===== config.mk =====
export PLATFORM = sky130hd
export DESIGN_NAME = pipe_stage_reg
export DESIGN_NICKNAME = d
export VERILOG_FILES = /design/src/rtl/pipe_stage_reg.sv
export SDC_FILE = /design/constraint.sdc
export NUM_CORES = 1
export LEC_CHECK = 0
export ABC_AREA = 1
export CAP_MARGIN = 40
export CORE_AREA = 2 2 169 171
export CTS_CLUSTER_DIAMETER = 60
export DETAILED_ROUTE_END_ITERATION = 8
export DIE_AREA = 0 0 171 173
export PLACE_DENSITY = 0.7
export SLEW_MARGIN = 40
export SYNTH_ARGS = -nofsm -noshare
export SYNTH_HDL_FRONTEND = slang
export SYNTH_SLANG_ARGS = --single-unit

===== constraint.sdc =====
create_clock -name clk -period 3.6 [get_ports clk]
set_input_delay 1.08 -clock clk [delete_from_list [all_inputs] [get_ports clk]]
set_output_delay 1.08 -clock clk [all_outputs]
set_load 0.005 [all_outputs]

===== src/rtl/pipe_stage_reg.sv =====
`default_nettype none
// ============================================================================
// Module   : pipe_stage_reg
// Purpose  : Generic inter-stage pipeline register driven by the central
//            stall vector. Supports flush, a one-entry skid buffer, a valid
//            bit, a sticky side flag and saturating stall/bubble counters.
// Revision : 1.0 - initial release
// ============================================================================
module pipe_stage_reg #(
    parameter int                   PAYLOAD_W   = 109,
    parameter int                   STALL_W     = 6,
    parameter int                   STAGE_IDX   = 2,
    parameter logic [PAYLOAD_W-1:0] NOP_PAYLOAD = '0,
    parameter int                   SKID_EN     = 1,
    parameter int                   CNT_W       = 16
) (
    input  logic                 clk,
    input  logic                 rst,
    input  logic [STALL_W-1:0]   stall,
    input  logic                 flush,
    input  logic                 in_valid,
    input  logic [PAYLOAD_W-1:0] in_payload,
    input  logic                 in_side,
    output logic                 out_valid,
    output logic [PAYLOAD_W-1:0] out_payload,
    output logic                 out_side,
    output logic                 skid_valid,
    output logic                 overflow,
    input  logic                 cnt_clr,
    output logic [CNT_W-1:0]     bubble_cnt,
    output logic [CNT_W-1:0]     stall_cnt
);

    // The output stall bit must exist inside the stall vector.
    generate
        if (STAGE_IDX + 1 >= STALL_W) begin : g_bad_stage_idx
            $error("pipe_stage_reg: STAGE_IDX+1 must be below STALL_W");
        end
    endgenerate

    // Skid capability resolved at elaboration; without it every capture
    // attempt turns into a dropped input.
    logic w_skid_en;
    generate
        if (SKID_EN != 0) begin : g_skid_on
            assign w_skid_en = 1'b1;
        end else begin : g_skid_off
            assign w_skid_en = 1'b0;
        end
    endgenerate

    logic w_si;
    logic w_so;
    assign w_si = stall[STAGE_IDX];
    assign w_so = stall[STAGE_IDX+1];

    // Only two bits of the stall vector belong to this stage.
    logic w_unused_stall;
    assign w_unused_stall = ^stall;

    logic [PAYLOAD_W-1:0] payload_q, payload_d;
    logic                 valid_q,   valid_d;
    logic                 side_q,    side_d;
    logic [PAYLOAD_W-1:0] skid_payload_q, skid_payload_d;
    logic                 skid_v_q,       skid_v_d;
    logic                 skid_side_q,    skid_side_d;
    logic                 skid_full_q,    skid_full_d;
    logic                 overflow_q,     overflow_d;
    logic [CNT_W-1:0]     bubble_cnt_q,   bubble_cnt_d;
    logic [CNT_W-1:0]     stall_cnt_q,    stall_cnt_d;
    logic                 w_bubble_inc;
    logic                 w_stall_inc;

    // Next-state selection in priority order: flush, upstream-only stall,
    // free flow, downstream-only stall, full stall.
    always_comb begin
        payload_d      = payload_q;
        valid_d        = valid_q;
        side_d         = side_q;
        skid_payload_d = skid_payload_q;
        skid_v_d       = skid_v_q;
        skid_side_d    = skid_side_q;
        skid_full_d    = skid_full_q;
        overflow_d     = overflow_q;
        w_bubble_inc   = 1'b0;
        w_stall_inc    = 1'b0;

        if (flush) begin
            payload_d   = NOP_PAYLOAD;
            valid_d     = 1'b0;
            side_d      = 1'b0;
            skid_full_d = 1'b0;
        end else if (w_si && !w_so) begin
            if (skid_full_q) begin
                payload_d   = skid_payload_q;
                valid_d     = skid_v_q;
                side_d      = skid_side_q;
                skid_full_d = 1'b0;
            end else begin
                // Bubble: the side flag is deliberately left alone.
                payload_d    = NOP_PAYLOAD;
                valid_d      = 1'b0;
                w_bubble_inc = 1'b1;
            end
        end else if (!w_si && !w_so) begin
            if (skid_full_q) begin
                // Drain the older entry first and refill behind it.
                payload_d      = skid_payload_q;
                valid_d        = skid_v_q;
                side_d         = skid_side_q;
                skid_payload_d = in_payload;
                skid_v_d       = in_valid;
                skid_side_d    = in_side;
            end else begin
                payload_d = in_payload;
                valid_d   = in_valid;
                side_d    = in_side;
            end
        end else if (!w_si && w_so) begin
            w_stall_inc = 1'b1;
            if (!skid_full_q && w_skid_en) begin
                skid_payload_d = in_payload;
                skid_v_d       = in_valid;
                skid_side_d    = in_side;
                skid_full_d    = 1'b1;
            end else begin
                overflow_d = 1'b1;
            end
        end else begin
            w_stall_inc = 1'b1;
        end

        if (cnt_clr) begin
            bubble_cnt_d = '0;
            stall_cnt_d  = '0;
        end else begin
            bubble_cnt_d = (w_bubble_inc && !(&bubble_cnt_q)) ? bubble_cnt_q + CNT_W'(1) : bubble_cnt_q;
            stall_cnt_d  = (w_stall_inc  && !(&stall_cnt_q))  ? stall_cnt_q  + CNT_W'(1) : stall_cnt_q;
        end
    end

    // State registers with asynchronous active-low reset.
    always_ff @(posedge clk or negedge rst) begin
        if (!rst) begin
            payload_q      <= NOP_PAYLOAD;
            valid_q        <= 1'b0;
            side_q         <= 1'b0;
            skid_payload_q <= '0;
            skid_v_q       <= 1'b0;
            skid_side_q    <= 1'b0;
            skid_full_q    <= 1'b0;
            overflow_q     <= 1'b0;
            bubble_cnt_q   <= '0;
            stall_cnt_q    <= '0;
        end else begin
            payload_q      <= payload_d;
            valid_q        <= valid_d;
            side_q         <= side_d;
            skid_payload_q <= skid_payload_d;
            skid_v_q       <= skid_v_d;
            skid_side_q    <= skid_side_d;
            skid_full_q    <= skid_full_d;
            overflow_q     <= overflow_d;
            bubble_cnt_q   <= bubble_cnt_d;
            stall_cnt_q    <= stall_cnt_d;
        end
    end

    assign out_payload = payload_q;
    assign out_valid   = valid_q;
    assign out_side    = side_q;
    assign skid_valid  = skid_full_q;
    assign overflow    = overflow_q;
    assign bubble_cnt  = bubble_cnt_q;
    assign stall_cnt   = stall_cnt_q;

endmodule
`default_nettype wire


== After elaboration in Yosys (flattened, before gate mapping) ==
Cells that the tools add are included.

* Logic and storage cells: 76
* Output and inout bits: 145
* Input bits: 121
* Bits in registers: 256

* Add/subtract/negate cells: 2
* Multiplexer cells: 38
* Bitwise operators: 3
* Reductions and logical operators: 20
* Equal/unequal tests: 3

{| class="wikitable"
|+ Operators with widths
! cell !! count
|-
| 109-bit 2-to-1 mux || 8
|-
| 16-bit 2-to-1 mux || 4
|-
| 16-bit by 1-bit adder with 16-bit output (second input constant) || 2
|-
| 16-bit AND reduction || 2
|-
| 1-bit 2-to-1 mux || 26
|-
| 3-bit != test (second input constant) || 2
|-
| 2-bit nonzero test || 3
|-
| 3-bit nonzero test || 2
|-
| 1-bit logical AND || 5
|-
| 5-bit AND reduction || 1
|-
| 1-bit logical NOT || 4
|-
| 2-bit AND reduction || 2
|-
| 4-bit AND reduction || 1
|-
| 1-bit inverter || 3
|-
| 2-bit != test (second input constant) || 1
|}

== Logic depth before layout (Yosys ltp) ==
* Depth after elaboration: 8
* Depth in mapped cells: 10
* Mapped depth without buffers: 9

== Least setup slack after synthesis ==
OpenSTA, ideal clock, no wires.

* Path type: input port to flip-flop
* From: in stall[2]
* To: reg skid_payload_q[52]
* Data arrival time: 1.967 ns
* Stages on the path: 5
* Slack: 1.555 ns
* Buffers on the path: 2
* Data required time: 3.523 ns
* Cell sequence: nor2_1 > buf_2 > buf_1 > a21oi_1 > a21oi_1

* Word-level cells in the longest chain between the ends: 4
* Elaborated cells on any way between the ends: 9

{| class="wikitable"
|+ Ends and longest elaborated chain
! item !! line !! source
|-
| from (decl) || 19 || <nowiki>input logic [STALL_W-1:0] stall,</nowiki>
|-
| 1-bit logical NOT || 105, 119 ||
|-
| 1-bit logical AND, on equally long branches || 105, 119 ||
|-
| 2-bit != test (no line) / 2-bit nonzero test (equally long branches) || -- ||
|-
| 4-bit AND reduction (no line) || -- ||
|-
| to (signal assigned) || 159 || <nowiki>skid_payload_q <= skid_payload_d;</nowiki>
|-
| to (decl) || 64 || <nowiki>logic [PAYLOAD_W-1:0] skid_payload_q, skid_payload_d;</nowiki>
|}

Several ways; a longest one is shown, not always the timed one.
A chain may end at the register's enable or synchronous reset.

== Worst setup path in the final report ==
* From: reg bubble_cnt_q[12], in the netlist bubble_cnt[12]
* To: out bubble_cnt[12]

{| class="wikitable"
|+ RTL lines
! item !! line !! source
|-
| from (decl) || 69 || <nowiki>logic [CNT_W-1:0] bubble_cnt_q, bubble_cnt_d;</nowiki>
|-
| from (signal assigned) || 164 || <nowiki>bubble_cnt_q <= bubble_cnt_d;</nowiki>
|-
| to (decl) || 30 || <nowiki>output logic [CNT_W-1:0] bubble_cnt,</nowiki>
|}

No word-level cell between the ends.

==> parameters.txt <==
Parameter                              Value

STA
  Measured slew at the worst slew-check pin ... 0.769 ns
  Final-report max-slew violation count ... 0
  Setup_tns ... 0 ns
  RSZ-0062 raised after global routing ... no
  Final period demand of the worst path ... 2.67 ns
  Min setup slack post-route ... 0.930 ns
  Ratio of final minimum period to clock period ... 0.742
  Endpoints failing hold ... 0
  Post-route worst hold slack ... 0.455 ns
  Max-slew headroom ... 0.487
  Final setup vio count ... 0
  Peak Freq ... 375 MHz
  Skew final ... 0.0151 ns

Clock tree
  Maximum level of the CTS H-tree ... 1
  Post-CTS repair timing setup buffer count ... 0
  Number of buffers inserted during clock tree synthesis ... 31
  Maximum buffer depth of the clock tree ... 3
  Clock transition at path regs ... 0.06 ns
  Root Buffer ... sky130_fd_sc_hd__clkbuf_16
  Number of hold buffers added after cts ... 0
  CTS tree ... yes
  Clock insertion delay at the later pin of the skew report ... 0.56 ns
  Clock sink count ... 256
  CTS resizes ... 0

Placement
  HPWL after DPL ... 22,600 microns
  Port-buffer cells ... 261
  Weighted congestion at the end of routability-driven global placement ... 0.895
  Post-placement cell count ... 2,099
  Worst setup slack after placement ... 0.513 ns

Hold path
  Worst min path class ... in -> async

Logic synthesis
  Post-synthesis cell type count ... 27
  Number of enable flip-flop cells after synthesis ... 0
  Library cell occupying the most area in the post-synthesis netlist ... sky130_fd_sc_hd__dfrtp_1
  Number of flip-flops and latches in the synthesized netlist ... 256
  Synthesized area divided by synthesized cell count ... 7.98 sq um
  Main flop type after synthesis ... sky130_fd_sc_hd__dfrtp_1
  Share of Yosys cell area claimed by the top area cell type ... 0.522
  Most frequent cell after synthesis ... sky130_fd_sc_hd__nand2_1
  Area contributors post-synth ... sky130_fd_sc_hd__dfrtp_1, sky130_fd_sc_hd__nand2_1, sky130_fd_sc_hd__a21oi_1
  Yosys warns ... 0
  Async set-or-reset flop fraction in the synthesized netlist ... 1.00
  Portion of the post-synthesis area used by sequential elements ... 0.522
  Post-synthesis instance area ... 12,300 sq um
  Number of instances in the synthesized netlist ... 1,537
  Leading post-synthesis cells by instance count ... sky130_fd_sc_hd__nand2_1, sky130_fd_sc_hd__a21oi_1, sky130_fd_sc_hd__dfrtp_1
  Synthesized netlist net count ... 1,660

Finish
  Multi-input combinational cell area ... 4880 sq um
  Share of cells above drive strength 1 ... 0.0579
  Finished Layout Cells ... 2,159
  Syn-to-layout area delta ... 33.1%
  Layout Nets ... 1,877
  Count of filler cells inserted in the layout ... 2,455
  Register area ... 6410 sq um

GRT
  Pin count of the biggest net entering global routing ... 95
  Antenna violations before repair ... 4
  First-pass GRT wire length ... 57,700 microns
  Global-route met2 utilization ... 0.381
  Number of global-route vias before repair ... 11,000
  Routing layer with the top usage in global route ... met2
  Sum of overflow across all layers after global routing ... 0
  All-Layer GR Usage ... 0.238
  Global routing met3 resource utilization ... 0.0494
  Met1 usage ... 0.332

Floorplanning
  Height of the die ... 173 microns
  Core Rows ... 61
  Area of the die ... 29,600 sq um
  DIE WIDTH ... 171 microns
  Core area ... 27,600 sq um
  Initial standard-cell utilization of the core ... 0.444
  Number of top-level pins ... 266

Critical path
  Depth of the worst register-to-register path ... 6
  Cell count along the critical path ... 1
  CP cell instances ... clkdlybuf4s50_1
  WP data arrival ... 1.59 ns
  CP Launch Point ... bubble_cnt[12]
  Type of element launching the critical path ... flip-flop
  Slack of the worst reg-to-reg path ... 1.47 ns
  Slowest Stage Delay on Critical Path ... 0.56 ns
  Startpoint-to-endpoint class of the critical path ... reg -> out
  Reg-to-Reg End ... skid_payload_q[74]
  Count of buffer and inverter cells on the critical path ... 1
  Maximum fanout along the worst path ... 8
  Launch instance of the worst register-to-register path ... skid_valid
  Cell type of the slowest stage on the worst timing path ... sky130_fd_sc_hd__clkdlybuf4s50_1
  Worst setup endpoint ... bubble_cnt[12]
  Gate family responsible for the most delay along the worst path ... buffers and inverters
  Sort of element at the end of the critical path ... output pin
  Data required, critical path ... 2.52 ns

Route
  Number of vias in the routed layout ... 11,500
  Post-detailed-routing wire length ... 36,200 microns
  Vias per Instance ... 5.34
  Number of DRC markers in iteration 0 ... 906
  Detail Route Antenna Nets ... 0
  Number of DRC violations after detailed routing ... 0
  Average detailed-routed wire length per instance ... 16.8 microns
  DRT Pass-1 Iters ... 5

Outcome
  Status ... completed

Power
  Power per cell area ... 476 nW/um^2
  Total power of the final layout ... 7770 uW
  Maximum VDD drop ... 0.000345 V
  Leak ... 0.00778 uW

Run
  Count of maximum capacitance violations ... 0
## cells in the final DEF, fill, tap and decap left out, drive strengths merged
| cell | n |
|---|---|
| dfrtp | 256 |
| nand2 | 412 |
| nor2 | 41 |
| nor3 | 2 |
| ha | 2 |
| o21ai | 157 |
| bufinv | 1 |
| nand3b | 3 |
| nand4 | 23 |
| buf | 26 |
| clkinv | 4 |
| xor2 | 10 |
| clkdlybuf4s50 | 260 |
| clkinvlp | 1 |
| o211ai | 1 |
| a32o | 6 |
| a21oi | 297 |
| a22oi | 30 |
| a31o | 1 |
| nand3 | 44 |
| clkbuf | 49 |
| inv | 153 |
| diode | 2 |
## worst min path at each step
stage	from	endpoint	cells past startpoint
6_report	rst	stall_cnt[4]	1
5_1_grt	out_payload[103]	out_payload[103]	1
4_1_cts	out_payload[4]	out_payload[4]	2
3_5_place_dp	out_payload[20]	out_payload[20]	2
3_3_place_gp	out_payload[8]	out_payload[8]	2
2_1_floorplan	skid_side_q	skid_side_q	2
## stage by stage
stage / area [sq um] / util
final: 16300 / 0.591
after global routing: 16300 / 0.591
after CTS: 16300 / 0.590
after detailed placement: 15300 / 0.553
after global placement: 15300 / 0.553
after floorplan: 12300 / -
## kinds of logic after synthesis
family | share of synthesized area
AND/OR/NAND/NOR | 0.176
AO/OA/AOI/OAI | 0.210
flip-flops | 0.522
buffers and inverters | 0.0822
XOR/XNOR | 0.00714
adder cells (fa/ha/maj) | 0.00204
## per-layer routing
metal / share of wire / vias up
met5: 0.00075 / -
met2: 0.47 / 359
met3: 0.068 / 57
met4: 0.020 / 4
li1: - / 5509
met1: 0.44 / 5592
## where the power goes
group | internal (uW) | total (uW) | switching [uW] | leakage, uW
clock network | 1870 | 3110 | 1240 | 0.000508
logic | 564 | 1240 | 679 | 0.00402
registers | 3220 | 3420 | 198 | 0.00325
total | 5650 | 7770 | 2120 | 0.00778
## final cells by class
cell class	count	share of cell area
Antenna cell	2	0.000307
Clock buffer	49	0.0578
Clock inverter	9	0.00529
Inverter	150	0.0345
Multi-Input combinational cell	1029	0.299
Sequential cell	256	0.393
Tap cell	378	0.0290
Timing Repair Buffer	286	0.181
## sequential cells by signal, indices dropped and copies added, names as in the netlist
signal and cells:
out_payload 109, skid_payload_q 109, bubble_cnt 16, stall_cnt 16
out_side 1, out_valid 1, overflow 1, skid_side_q 1
skid_v_q 1, skid_valid 1
Note: power is estimated with default switching activity, not from simulation.
